[config.mk]
export PLATFORM = sky130hd
export DESIGN_NAME = serv_bus_arbiter
export DESIGN_NICKNAME = d
export VERILOG_FILES = /design/src/rtl/serv_bus_arbiter_pkg.sv /design/src/rtl/serv_arb_wdog.sv /design/src/rtl/serv_bus_arbiter.sv
export SDC_FILE = /design/constraint.sdc
export NUM_CORES = 1
export LEC_CHECK = 0
export ABC_AREA = 1
export BUFFER_PORTS_ARGS = -buffer_cell sky130_fd_sc_hd__clkbuf_2
export CORE_UTILIZATION = 35
export CTS_CLUSTER_SIZE = 24
export DETAILED_ROUTE_END_ITERATION = 10
export PLACE_DENSITY = 0.7
export SKIP_LAST_GASP = 1
export SLEW_MARGIN = 20
export SYNTH_ARGS = -nofsm -noshare
export SYNTH_HDL_FRONTEND = slang
export SYNTH_SLANG_ARGS = --single-unit
export TNS_END_PERCENT = 1
[constraint.sdc]
create_clock -name clk -period 3.3 [get_ports clk]
set_input_delay 0.66 -clock clk [delete_from_list [all_inputs] [get_ports clk]]
set_output_delay 0.66 -clock clk [all_outputs]
set_load 0.01 [all_outputs]
[src/rtl/serv_bus_arbiter_pkg.sv]
// rtl/serv_bus_arbiter_pkg.sv - shared encodings and tie-break helper for the bus arbiter
package serv_bus_arbiter_pkg;

   localparam logic [1:0] ARB_IDLE  = 2'd0;
   localparam logic [1:0] ARB_GNT_I = 2'd1;
   localparam logic [1:0] ARB_GNT_D = 2'd2;
   localparam logic [1:0] ARB_TURN  = 2'd3;

   localparam int ARB_PRIO_RR   = 0;
   localparam int ARB_PRIO_DBUS = 1;

   // last_d is high when the previous grant went to dbus
   function automatic logic pick_dbus(input logic ibus_cyc, input logic dbus_cyc,
                                      input logic last_d, input logic dbus_prio);
      return dbus_cyc & (~ibus_cyc | dbus_prio | ~last_d);
   endfunction

endpackage

[src/rtl/serv_arb_wdog.sv]
// rtl/serv_arb_wdog.sv - grant watchdog counter, expires on the TIMEOUT-th stalled cycle
module serv_arb_wdog
   import serv_bus_arbiter_pkg::*;
#(
   parameter int TIMEOUT   = 0,
   parameter int TIMEOUT_W = 8
) (
   input  logic clk,
   input  logic rst,
   input  logic clr,
   input  logic en,
   output logic expire
);

   localparam logic [TIMEOUT_W-1:0] LAST = TIMEOUT_W'((TIMEOUT == 0) ? 0 : TIMEOUT - 1);
   localparam logic                 ENABLED = (TIMEOUT != 0);

   logic [TIMEOUT_W-1:0] cnt;

   always_ff @(posedge clk or posedge rst) begin
      if (rst)
         cnt <= '0;
      else if (clr)
         cnt <= '0;
      else if (en && cnt != LAST)
         cnt <= cnt + 1'b1;
   end

   assign expire = ENABLED & (cnt == LAST);

endmodule

[src/rtl/serv_bus_arbiter.sv]
// rtl/serv_bus_arbiter.sv - merges ibus and dbus onto one registered Wishbone classic master
module serv_bus_arbiter
   import serv_bus_arbiter_pkg::*;
#(
   parameter int PRIORITY  = 0,
   parameter int TIMEOUT   = 0,
   parameter int TIMEOUT_W = 8
) (
   input  logic        clk,
   input  logic        i_rst,
   input  logic [31:0] i_ibus_adr,
   input  logic        i_ibus_cyc,
   output logic [31:0] o_ibus_rdt,
   output logic        o_ibus_ack,
   input  logic [31:0] i_dbus_adr,
   input  logic [31:0] i_dbus_dat,
   input  logic [3:0]  i_dbus_sel,
   input  logic        i_dbus_we,
   input  logic        i_dbus_cyc,
   output logic [31:0] o_dbus_rdt,
   output logic        o_dbus_ack,
   output logic [31:0] o_wb_adr,
   output logic [31:0] o_wb_dat,
   output logic [3:0]  o_wb_sel,
   output logic        o_wb_we,
   output logic        o_wb_cyc,
   input  logic [31:0] i_wb_rdt,
   input  logic        i_wb_ack,
   output logic        o_timeout,
   output logic        o_busy
);

   localparam logic DBUS_PRIO = (PRIORITY == ARB_PRIO_DBUS);

   logic [1:0]  state;
   logic        last_d;
   logic        pick_d;
   logic        grant_i;
   logic        grant_d;
   logic        gnt_i;
   logic        gnt_d;
   logic        in_gnt;
   logic        owner_cyc;
   logic        expire;
   logic        fake_ack;
   logic        ack;
   logic [31:0] rdt;

   always_comb begin
      pick_d    = pick_dbus(i_ibus_cyc, i_dbus_cyc, last_d, DBUS_PRIO);
      grant_d   = (state == ARB_IDLE) & pick_d;
      grant_i   = (state == ARB_IDLE) & i_ibus_cyc & ~pick_d;
      gnt_i     = (state == ARB_GNT_I);
      gnt_d     = (state == ARB_GNT_D);
      in_gnt    = gnt_i | gnt_d;
      owner_cyc = gnt_i ? i_ibus_cyc : i_dbus_cyc;
      // An abandoned request never receives a watchdog ack
      fake_ack  = in_gnt & expire & ~i_wb_ack & owner_cyc;
      ack       = in_gnt & (i_wb_ack | fake_ack);
      rdt       = fake_ack ? 32'h0 : i_wb_rdt;
   end

   assign o_ibus_ack = gnt_i & ack;
   assign o_dbus_ack = gnt_d & ack;
   assign o_ibus_rdt = gnt_i ? rdt : 32'h0;
   assign o_dbus_rdt = gnt_d ? rdt : 32'h0;
   assign o_timeout  = fake_ack;
   assign o_busy     = (state != ARB_IDLE);

   serv_arb_wdog #(
      .TIMEOUT   (TIMEOUT),
      .TIMEOUT_W (TIMEOUT_W)
   ) u_wdog (
      .clk    (clk),
      .rst    (i_rst),
      .clr    (grant_i | grant_d),
      .en     (in_gnt & ~i_wb_ack),
      .expire (expire)
   );

   always_ff @(posedge clk or posedge i_rst) begin
      if (i_rst) begin
         state    <= ARB_IDLE;
         last_d   <= 1'b0;
         o_wb_adr <= 32'h0;
         o_wb_dat <= 32'h0;
         o_wb_sel <= 4'h0;
         o_wb_we  <= 1'b0;
         o_wb_cyc <= 1'b0;
      end else begin
         case (state)
            ARB_IDLE: begin
               if (grant_d) begin
                  state    <= ARB_GNT_D;
                  last_d   <= 1'b1;
                  o_wb_adr <= i_dbus_adr;
                  o_wb_dat <= i_dbus_dat;
                  o_wb_sel <= i_dbus_sel;
                  o_wb_we  <= i_dbus_we;
                  o_wb_cyc <= 1'b1;
               end else if (grant_i) begin
                  state    <= ARB_GNT_I;
                  last_d   <= 1'b0;
                  o_wb_adr <= i_ibus_adr;
                  o_wb_dat <= 32'h0;
                  o_wb_sel <= 4'hF;
                  o_wb_we  <= 1'b0;
                  o_wb_cyc <= 1'b1;
               end
            end
            ARB_GNT_I, ARB_GNT_D: begin
               if (i_wb_ack || fake_ack || !owner_cyc) begin
                  state    <= ARB_TURN;
                  o_wb_cyc <= 1'b0;
               end
            end
            default: state <= ARB_IDLE;
         endcase
      end
   end

endmodule
==> results of run 1 <==
==> kinds of logic after synthesis <==
kind of cell,count (synthesis),share of synthesized area
and+or+nand+nor,360,0.352
buffers and inverters,109,0.119
DFF,73,0.466
AOI/OAI and AO/OA,36,0.0460
other,1,0.000957
adders and majority gates,5,0.0160
==> report_power, final <==
part	total [uW]	leakage, uW	internal, uW	switching, uW
registers	1490	0.000931	1280	206
logic	2330	0.00284	855	1470
clock network	770	0.000107	429	341
==> worst min-delay path by stage <==
stage	startpoint	end	depth (start not counted)
5_1_grt	i_rst	o_wb_dat[0]	2
3_5_place_dp	o_wb_dat[8]	o_wb_dat[8]	2
2_1_floorplan	last_d	last_d	2
3_3_place_gp	o_wb_dat[18]	o_wb_dat[18]	2
4_1_cts	i_rst	o_wb_dat[5]	2
6_report	i_rst	o_wb_dat[5]	2
==> Yosys cell counts, drive strengths merged <==
cell and instances:
nor2 15, buf 14, clkbuf 17, a21oi 1, nand2 339, o21ai 35, ha 5, and3 1
inv 78, dfrtp 73, nand3 4, nand4 1, conb 1
==> layer usage <==
metal | GRT usage | vias to the layer above | part of all wire
met1 | 0.222 | 1917 | 0.41
li1 | - | 2223 | -
met4 | 0.0734 | 0 | 0.017
met3 | 0.0393 | 13 | 0.064
met2 | 0.374 | 154 | 0.51
met5 | 0 | - | 0
==> stage by stage <==
step	cells	total power, uW	hold WS, ps	util	worst slack, ps
2_1_floorplan	584	2920	442	-	787
3_3_place_gp	975	3830	453	0.494	1070
3_5_place_dp	975	3870	457	0.494	1050
4_1_cts	991	4660	407	0.514	683
5_1_grt	991	5020	441	0.514	499
6_report	991	4590	391	0.514	731
==> flip-flops by register name (all words and copies together) (netlist names) <==
register and cells:
last_d 1, o_wb_adr 32, o_wb_cyc 1, o_wb_dat 32
o_wb_sel 4, o_wb_we 1, state 2
==> final cells by class <==
type / count / area, um^2 / area share
clock buffers: 10 / 128 / 0.0228
flip-flops and latches: 73 / 1830 / 0.326
inverters: 78 / 293 / 0.0523
multi-input cells: 402 / 1630 / 0.291
repair buffers: 282 / 1460 / 0.260
clock inverters: 6 / 90.1 / 0.0161
well taps: 140 / 175 / 0.0313
==> critical path: stages, from the launching register on <==
cell and delay, ps:
dfrtp_1 420, inv_1 110, ha_1 440, buf_4 320, nand2_1 90, inv_1 60, clkbuf_2 120
==> results.yml, run 1 <==
clock_tree:
  h-tree-depth: 3
  cts.sinks: 73
  cts_hold_buf: 0
  cts_resized: 0
  clkTransAtPathRegs_ps: 80
  cts_tree: "done"
  cts_buffers: 9
  clock_path_buffers: 2
  clk_latency_ps: 340
  post_cts_buffers: 0
  root_buffer: "clkbuf_8"
placement:
  dp_hpwl_mm: 8.87
  place_area_um2: 5380
  place.gp.congestion: 0.844
  place.port_buffers: 274
drt:
  viasPerCell: 4.35
  routed_wl_mm: 11.6
  vias: 4307
  drt_iter0_markers: 251
  firstDrtPassIters: 4
  remaining_drc_errors: 0
  wire_per_inst_um: 11.7
  antenna_left: 0
floorplan:
  die_y_um: 108
  num_io_pins: 276
  core_area_um2: 10900
  die_x_um: 108
  num_rows: 38
  dieArea_um2: 11600
  start_util: 0.360
logic_synthesis:
  yosys_warnings: 0
  synth_nets: 727
  ys_seq_elements: 73
  syn_inst: 584
  ys_top_cells_by_area: "dfrtp_1, nand2_1, inv_1"
  synth_top_cell_area_share: 0.466
  yosysUniqueCellTypes: 18
  yosys.area.top_type: "dfrtp_1"
  ys_seq_area_frac: 0.466
  syn_area_um2: 3920
  synth_area_per_cell_um2: 6.71
run_status:
  status: "finished clean"
setup_path:
  r2r_end: "o_wb_adr[0]"
  startpoint_type: "flip-flop"
  r2r_start: "state[0]"
  crit_path_end: "o_ibus_rdt[11]"
  worst_setup_path_end_kind: "output pin"
  cp.required_ps: 2640
  crit_arrival_ps: 1910
  r2r_slack_ps: 1050
  crit_type: "reg -> out"
  cp-startpoint: "state[1]"
  cp_max_fo: 21
  reg2reg_depth: 9
sta:
  finalClockSkew_ps: 8.75
  fin_crit_ps: 2570
  tns_ps: 0
  grt_setup_unrepaired: "no"
  drv_slew: 0
  fmax_mhz: 389
  setup_viol: 0
  finalHoldViolCount: 0
  slew_headroom: 0.396
  fin_crit_sh: 0.778
  tightest_slew_ps: 904
final_layout:
  drive_above_1_share: 0.357
  syn2layout_area_growth_pct: 42.8
  fin_area_um2: 5600
  antenna_cells: 0
  mostFrequentLayoutCells: "nand2_1, clkbuf_2, inv_1"
  nets: 989
  layout_commonest_cell: "nand2_1"
  fillerInstances: 1152
power_and_ir_drop:
  ir_drop_mv: 0.306
  p_leak_uw: 0.00388
  p_per_area_nw_per_um2: 820
grt:
  grt_pass1_vias: 3882
  antenna_found_initial: 0
  grt_first_pass_wirelength_mm: 18.0
  overflow: 0
  grtUsageTotal: 0.200
  grt_max_degree: 54
hold_path:
  min_path_type: "in -> async"
flow_run:
  cap_violations: 0
Note: power is estimated with default switching activity, not from simulation.
==> run 2, diff against run 1 <==
--- a/config.mk
+++ b/config.mk
@@ -10,7 +10,7 @@
 export CORE_UTILIZATION = 35
 export CTS_CLUSTER_SIZE = 24
 export DETAILED_ROUTE_END_ITERATION = 10
-export PLACE_DENSITY = 0.7
+export PLACE_DENSITY = 0.73
 export SKIP_LAST_GASP = 1
 export SLEW_MARGIN = 20
 export SYNTH_ARGS = -nofsm -noshare
==> constraint.sdc (replaced) <==
create_clock -name clk -period 2.2 [get_ports clk]
set_input_delay 0.44 -clock clk [delete_from_list [all_inputs] [get_ports clk]]
set_output_delay 0.44 -clock clk [all_outputs]
set_load 0.01 [all_outputs]
==> results.yml, run 2 (synthesis gave the netlist of run 1 again) <==
power_and_ir_drop:
  seq_power_share: 0.337
  combinationalPowerShare: 0.525
  totalPowerFinal_uw: 6680
  intPower_uw: 3620
  ir_drop_mv: 0.645
  clkPwrFrac: 0.138
  switching_share: 0.458
  p_leak_uw: 0.00386
  p_per_area_nw_per_um2: 1200
  switchingPower_uw: 3060
clock_tree:
  cts_tree: "done"
  cts_buffers: 9
  clock_path_buffers: 2
  post_cts_buffers: 0
  cts_hold_buf: 0
  clkTransAtPathRegs_ps: 80
  clk_latency_ps: 330
  cts.sinks: 73
  cts_resized: 0
  root_buffer: "clkbuf_8"
  h-tree-depth: 3
grt:
  overflow: 0
  grt_pass1_vias: 3840
  grtUsageTotal: 0.195
  grt_first_pass_wirelength_mm: 17.6
  grt_max_degree: 66
  antenna_found_initial: 0
setup_path:
  crit_arrival_ps: 1650
  cp-startpoint: "state[0]"
  cp_top_family: "buffers and inverters"
  crit_slowest_cell: "dfrtp_1"
  reg2reg_depth: 7
  r2r_start: "state[0]"
  r2r_end: "o_wb_adr[11]"
  worst_setup_path_end_kind: "output pin"
  crit_path_max_incr_delay_ps: 410
  startpoint_type: "flip-flop"
  crit_buf_inv: 3
  crit_type: "reg -> out"
  worstPathCellList: "inv_1, ha_1, buf_4, and3_1, clkbuf_2"
  cp.required_ps: 1760
  r2r_slack_ps: 470
  cp_max_fo: 33
final_layout:
  layout_commonest_cell: "nand2_1"
  antenna_cells: 0
  largest_registers: "o_wb_adr: 32 flops, o_wb_dat: 32 flops, o_wb_sel: 4 flops"
  drive_above_1_share: 0.359
  mostFrequentLayoutCells: "nand2_1, clkbuf_2, inv_1"
  nets: 991
  fin_area_um2: 5570
  syn2layout_area_growth_pct: 42.2
drt:
  routed_wl_mm: 11.8
  remaining_drc_errors: 0
  vias: 4340
  viasPerCell: 4.37
  drt_iter0_markers: 157
  wire_per_inst_um: 11.9
  firstDrtPassIters: 4
  antenna_left: 0
sta:
  holdWs_ps: 123
  fin_crit_ps: 2090
  setup_viol: 0
  grt_setup_unrepaired: "yes"
  drv_slew: 0
  finalHoldViolCount: 0
  tightest_slew_ps: 631
  slew_headroom: 0.579
  setup_slack_ps: 111
  fmax_mhz: 479
  fin_crit_sh: 0.950
  finalClockSkew_ps: 5.91
placement:
  place_area_um2: 5400
  place.port_buffers: 274
  place.gp.congestion: 0.814
  dp_hpwl_mm: 9.05
  pre_cts_slack_ps: 146
run_status:
  status: "finished clean"
hold_path:
  min_path_type: "in -> async"
floorplan:
  num_io_pins: 276
  start_util: 0.360
  die_y_um: 108
  num_rows: 38
  core_area_um2: 10900
  dieArea_um2: 11600
  die_x_um: 108
flow_run:
  cap_violations: 0
-- run 2: cell types whose count changed in the layout (fill, tap and decap cells not counted) --
cell        previous run  this run
clkinv_2               1         2
inv_2                  2         0
inv_4                  0         1
clkinvlp_4             1         3
buf_4                  6         8
bufinv_16              2         0
-- run 2: stage by stage --
stage,TNS [ps],utilization,instances
global placement,0,0.496,977
floorplan,0,-,584
CTS,0,0.511,993
finish,0,0.511,993
detailed placement,0,0.496,977
global route,-251,0.511,993
-- run 2: cell type report --
type,count,area [um^2]
clock buffer,10,128
clock inverter,6,42.5
fill,1138,5320
inverter,78,299
multi-input combinational,402,1630
sequential,73,1830
tap,140,175
timing repair buffer,284,1470
-- run 2: routing by layer --
metal / up-vias / GRT usage / part of all wire
li1: 2231 / - / -
met1: 1947 / 0.211 / 0.40
met2: 151 / 0.382 / 0.54
met3: 11 / 0.0309 / 0.050
met4: 0 / 0.0607 / 0.013
met5: - / 0 / 0
-- run 2: worst max path at each step --
stage | to | slack (ps) | cells past startpoint
3_3_place_gp | o_wb_adr[31] | 220 | 7
3_5_place_dp | o_wb_dat[7] | 150 | 7
4_1_cts | o_ibus_rdt[24] | 70 | 6
6_report | o_dbus_ack | 110 | 5
5_1_grt | o_dbus_rdt[2] | -50 | 6
2_1_floorplan | o_ibus_rdt[10] | 490 | 6
-- run 2: power by group through the flow --
stage               sequential (uW)  clock (uW)  combinational [uW]
floorplan                      2500           0                1880
global placement               2260           0                3500
detailed placement             2270           0                3560
CTS                            2250         973                3560
global route                   2310        1030                3960
finish                         2250         923                3500
==> run 3, diff against run 2 <==
--- a/config.mk
+++ b/config.mk
@@ -5,12 +5,12 @@
 export SDC_FILE = /design/constraint.sdc
 export NUM_CORES = 1
 export LEC_CHECK = 0
-export ABC_AREA = 1
 export BUFFER_PORTS_ARGS = -buffer_cell sky130_fd_sc_hd__clkbuf_2
-export CORE_UTILIZATION = 35
+export CORE_AREA = 2 2 108 110
 export CTS_CLUSTER_SIZE = 24
 export DETAILED_ROUTE_END_ITERATION = 10
-export PLACE_DENSITY = 0.73
+export DIE_AREA = 0 0 110 112
+export PLACE_DENSITY = 0.7
 export SKIP_LAST_GASP = 1
 export SLEW_MARGIN = 20
 export SYNTH_ARGS = -nofsm -noshare
==> results.yml, run 3 <==
drt:
  vias: 3647
  antenna_left: 0
  firstDrtPassIters: 6
  remaining_drc_errors: 0
  routed_wl_mm: 12.2
  viasPerCell: 4.86
  wire_per_inst_um: 16.2
  drt_iter0_markers: 194
logic_synthesis:
  yosysUniqueCellTypes: 29
  synth_top_cell_area_share: 0.510
  ys_top_cells_by_area: "dfrtp_1, and2_1, mux2i_1"
  synth_edf_count: 0
  syn_inst: 337
  netlist_top_cells_count: "dfrtp_1, o21ai_0, and2_1"
  syn_area_um2: 3580
  synth_flop_cell: "dfrtp_1"
  synth_area_per_cell_um2: 10.6
  yosys.area.top_type: "dfrtp_1"
  ys_seq_area_frac: 0.510
  ys_seq_elements: 73
  yosys_warnings: 0
  async_flop_share: 1.00
  yosysMostFrequentCell: "dfrtp_1"
  synth_nets: 480
sta:
  tns_ps: 0
  fin_crit_ps: 2100
  holdWs_ps: 197
  fmax_mhz: 475
  grt_setup_unrepaired: "yes"
  drv_slew: 0
  finalClockSkew_ps: 5.64
  setup_viol: 0
  finalHoldViolCount: 0
  fin_crit_sh: 0.957
floorplan:
  die_y_um: 112
  die_x_um: 110
  core_area_um2: 11200
  dieArea_um2: 12300
  start_util: 0.321
  num_rows: 39
  num_io_pins: 276
setup_path:
  cp-startpoint: "state[1]"
  crit_path_max_incr_delay_ps: 420
  worst_setup_path_end_kind: "output pin"
  cp_max_fo: 33
  startpoint_type: "flip-flop"
  crit_slowest_cell: "dfrtp_1"
  crit_arrival_ps: 1660
  cp.required_ps: 1760
  crit_type: "reg -> out"
  r2r_slack_ps: 220
  worstPathCellList: "inv_1, ha_1, buf_6, and2_1, clkbuf_2"
  crit_buf_inv: 3
  r2r_start: "state[1]"
  cp_top_family: "buffers and inverters"
grt:
  antenna_found_initial: 0
  overflow: 0
  grt_first_pass_wirelength_mm: 18.0
  grt_max_degree: 74
  grtUsageTotal: 0.193
  grt_pass1_vias: 3570
final_layout:
  antenna_cells: 0
  largest_registers: "o_wb_adr: 32 flops, o_wb_dat: 32 flops, o_wb_sel: 4 flops"
  syn2layout_area_growth_pct: 51.6
  nets: 748
  finalNonFillerCells: 751
  layout_commonest_cell: "clkbuf_2"
  mostFrequentLayoutCells: "clkbuf_2, dfrtp_1, o21ai_0"
  drive_above_1_share: 0.502
  fin_area_um2: 5430
placement:
  place.gp.congestion: 0.809
  place.port_buffers: 274
  place_inst: 737
  dp_hpwl_mm: 9.75
  place_area_um2: 5150
power_and_ir_drop:
  ir_drop_mv: 0.493
  p_per_area_nw_per_um2: 1270
  p_leak_uw: 0.00309
  totalPowerFinal_uw: 6910
hold_path:
  min_path_type: "in -> async"
clock_tree:
  cts_buffers: 9
  clock_path_buffers: 2
  root_buffer: "clkbuf_16"
  cts_tree: "done"
  clkTransAtPathRegs_ps: 50
  clk_latency_ps: 320
  h-tree-depth: 3
  cts.sinks: 73
flow_run:
  cap_violations: 0
run_status:
  status: "finished clean"
run 3: kinds of logic after synthesis:
family / after synthesis / share of synthesized area
AND/OR/NAND/NOR: 82 / 0.141
adder cells (fa/ha/maj): 5 / 0.0175
multiplexers: 33 / 0.0921
AO/OA/AOI/OAI: 112 / 0.199
other: 1 / 0.00105
flip-flops: 73 / 0.510
buffers and inverters: 31 / 0.0401
run 3: timing repair:
action	in CTS	in global routing
hold buffers	0	0
resized for setup	0	3
setup endpoints to repair	0	14
setup buffers	0	0
run 3: stage by stage:
stage,setup WS [ps],util
global placement,326,0.461
CTS,3.75,0.486
detailed placement,215,0.461
global route,-20.0,0.486
floorplan,399,-
finish,95.7,0.486
run 3: cell type report:
type / instances / area (um^2)
Fill cell: 1037 / 5740
Sequential cell: 73 / 1830
Multi-Input combinational cell: 233 / 1630
Timing Repair Buffer: 284 / 1500
Clock buffer: 11 / 233
Tap cell: 143 / 179
Clock inverter: 3 / 43.8
Inverter: 4 / 18.8
run 3: routing by layer:
layer	GRT usage	wire, um	share of wire	vias to the layer above
li1	-	-	-	1727
met1	0.210	4410	0.36	1717
met2	0.340	6200	0.51	190
met3	0.0767	1420	0.12	13
met4	0.0565	144	0.012	0
met5	0	0	0	-
run 3: worst paths after layout:
check | end | depth (start not counted)
max in group asynchronous | o_wb_adr[16] | 3
min in group clk | o_wb_sel[2] | 2
setup reg to reg | o_wb_dat[10] | 6
setup / recovery | o_ibus_rdt[16] | 5
hold / removal | o_wb_adr[29] | 3
hold reg to reg | o_wb_adr[16] | 2
run 3: power by group:
group / switching (uW) / total [uW] / internal, uW
Clock: 499 / 1360 / 865
Combinational: 1910 / 3370 / 1460
Sequential: 307 / 2170 / 1860
Total: 2710 / 6910 / 4190
run 3: worst register-to-register path: stages, from the launching register on:
cell     delay, ps
dfrtp_1        420
inv_1          140
ha_1           340
nand3_2        300
nor2_2         360
buf_12         220
a22o_1         150
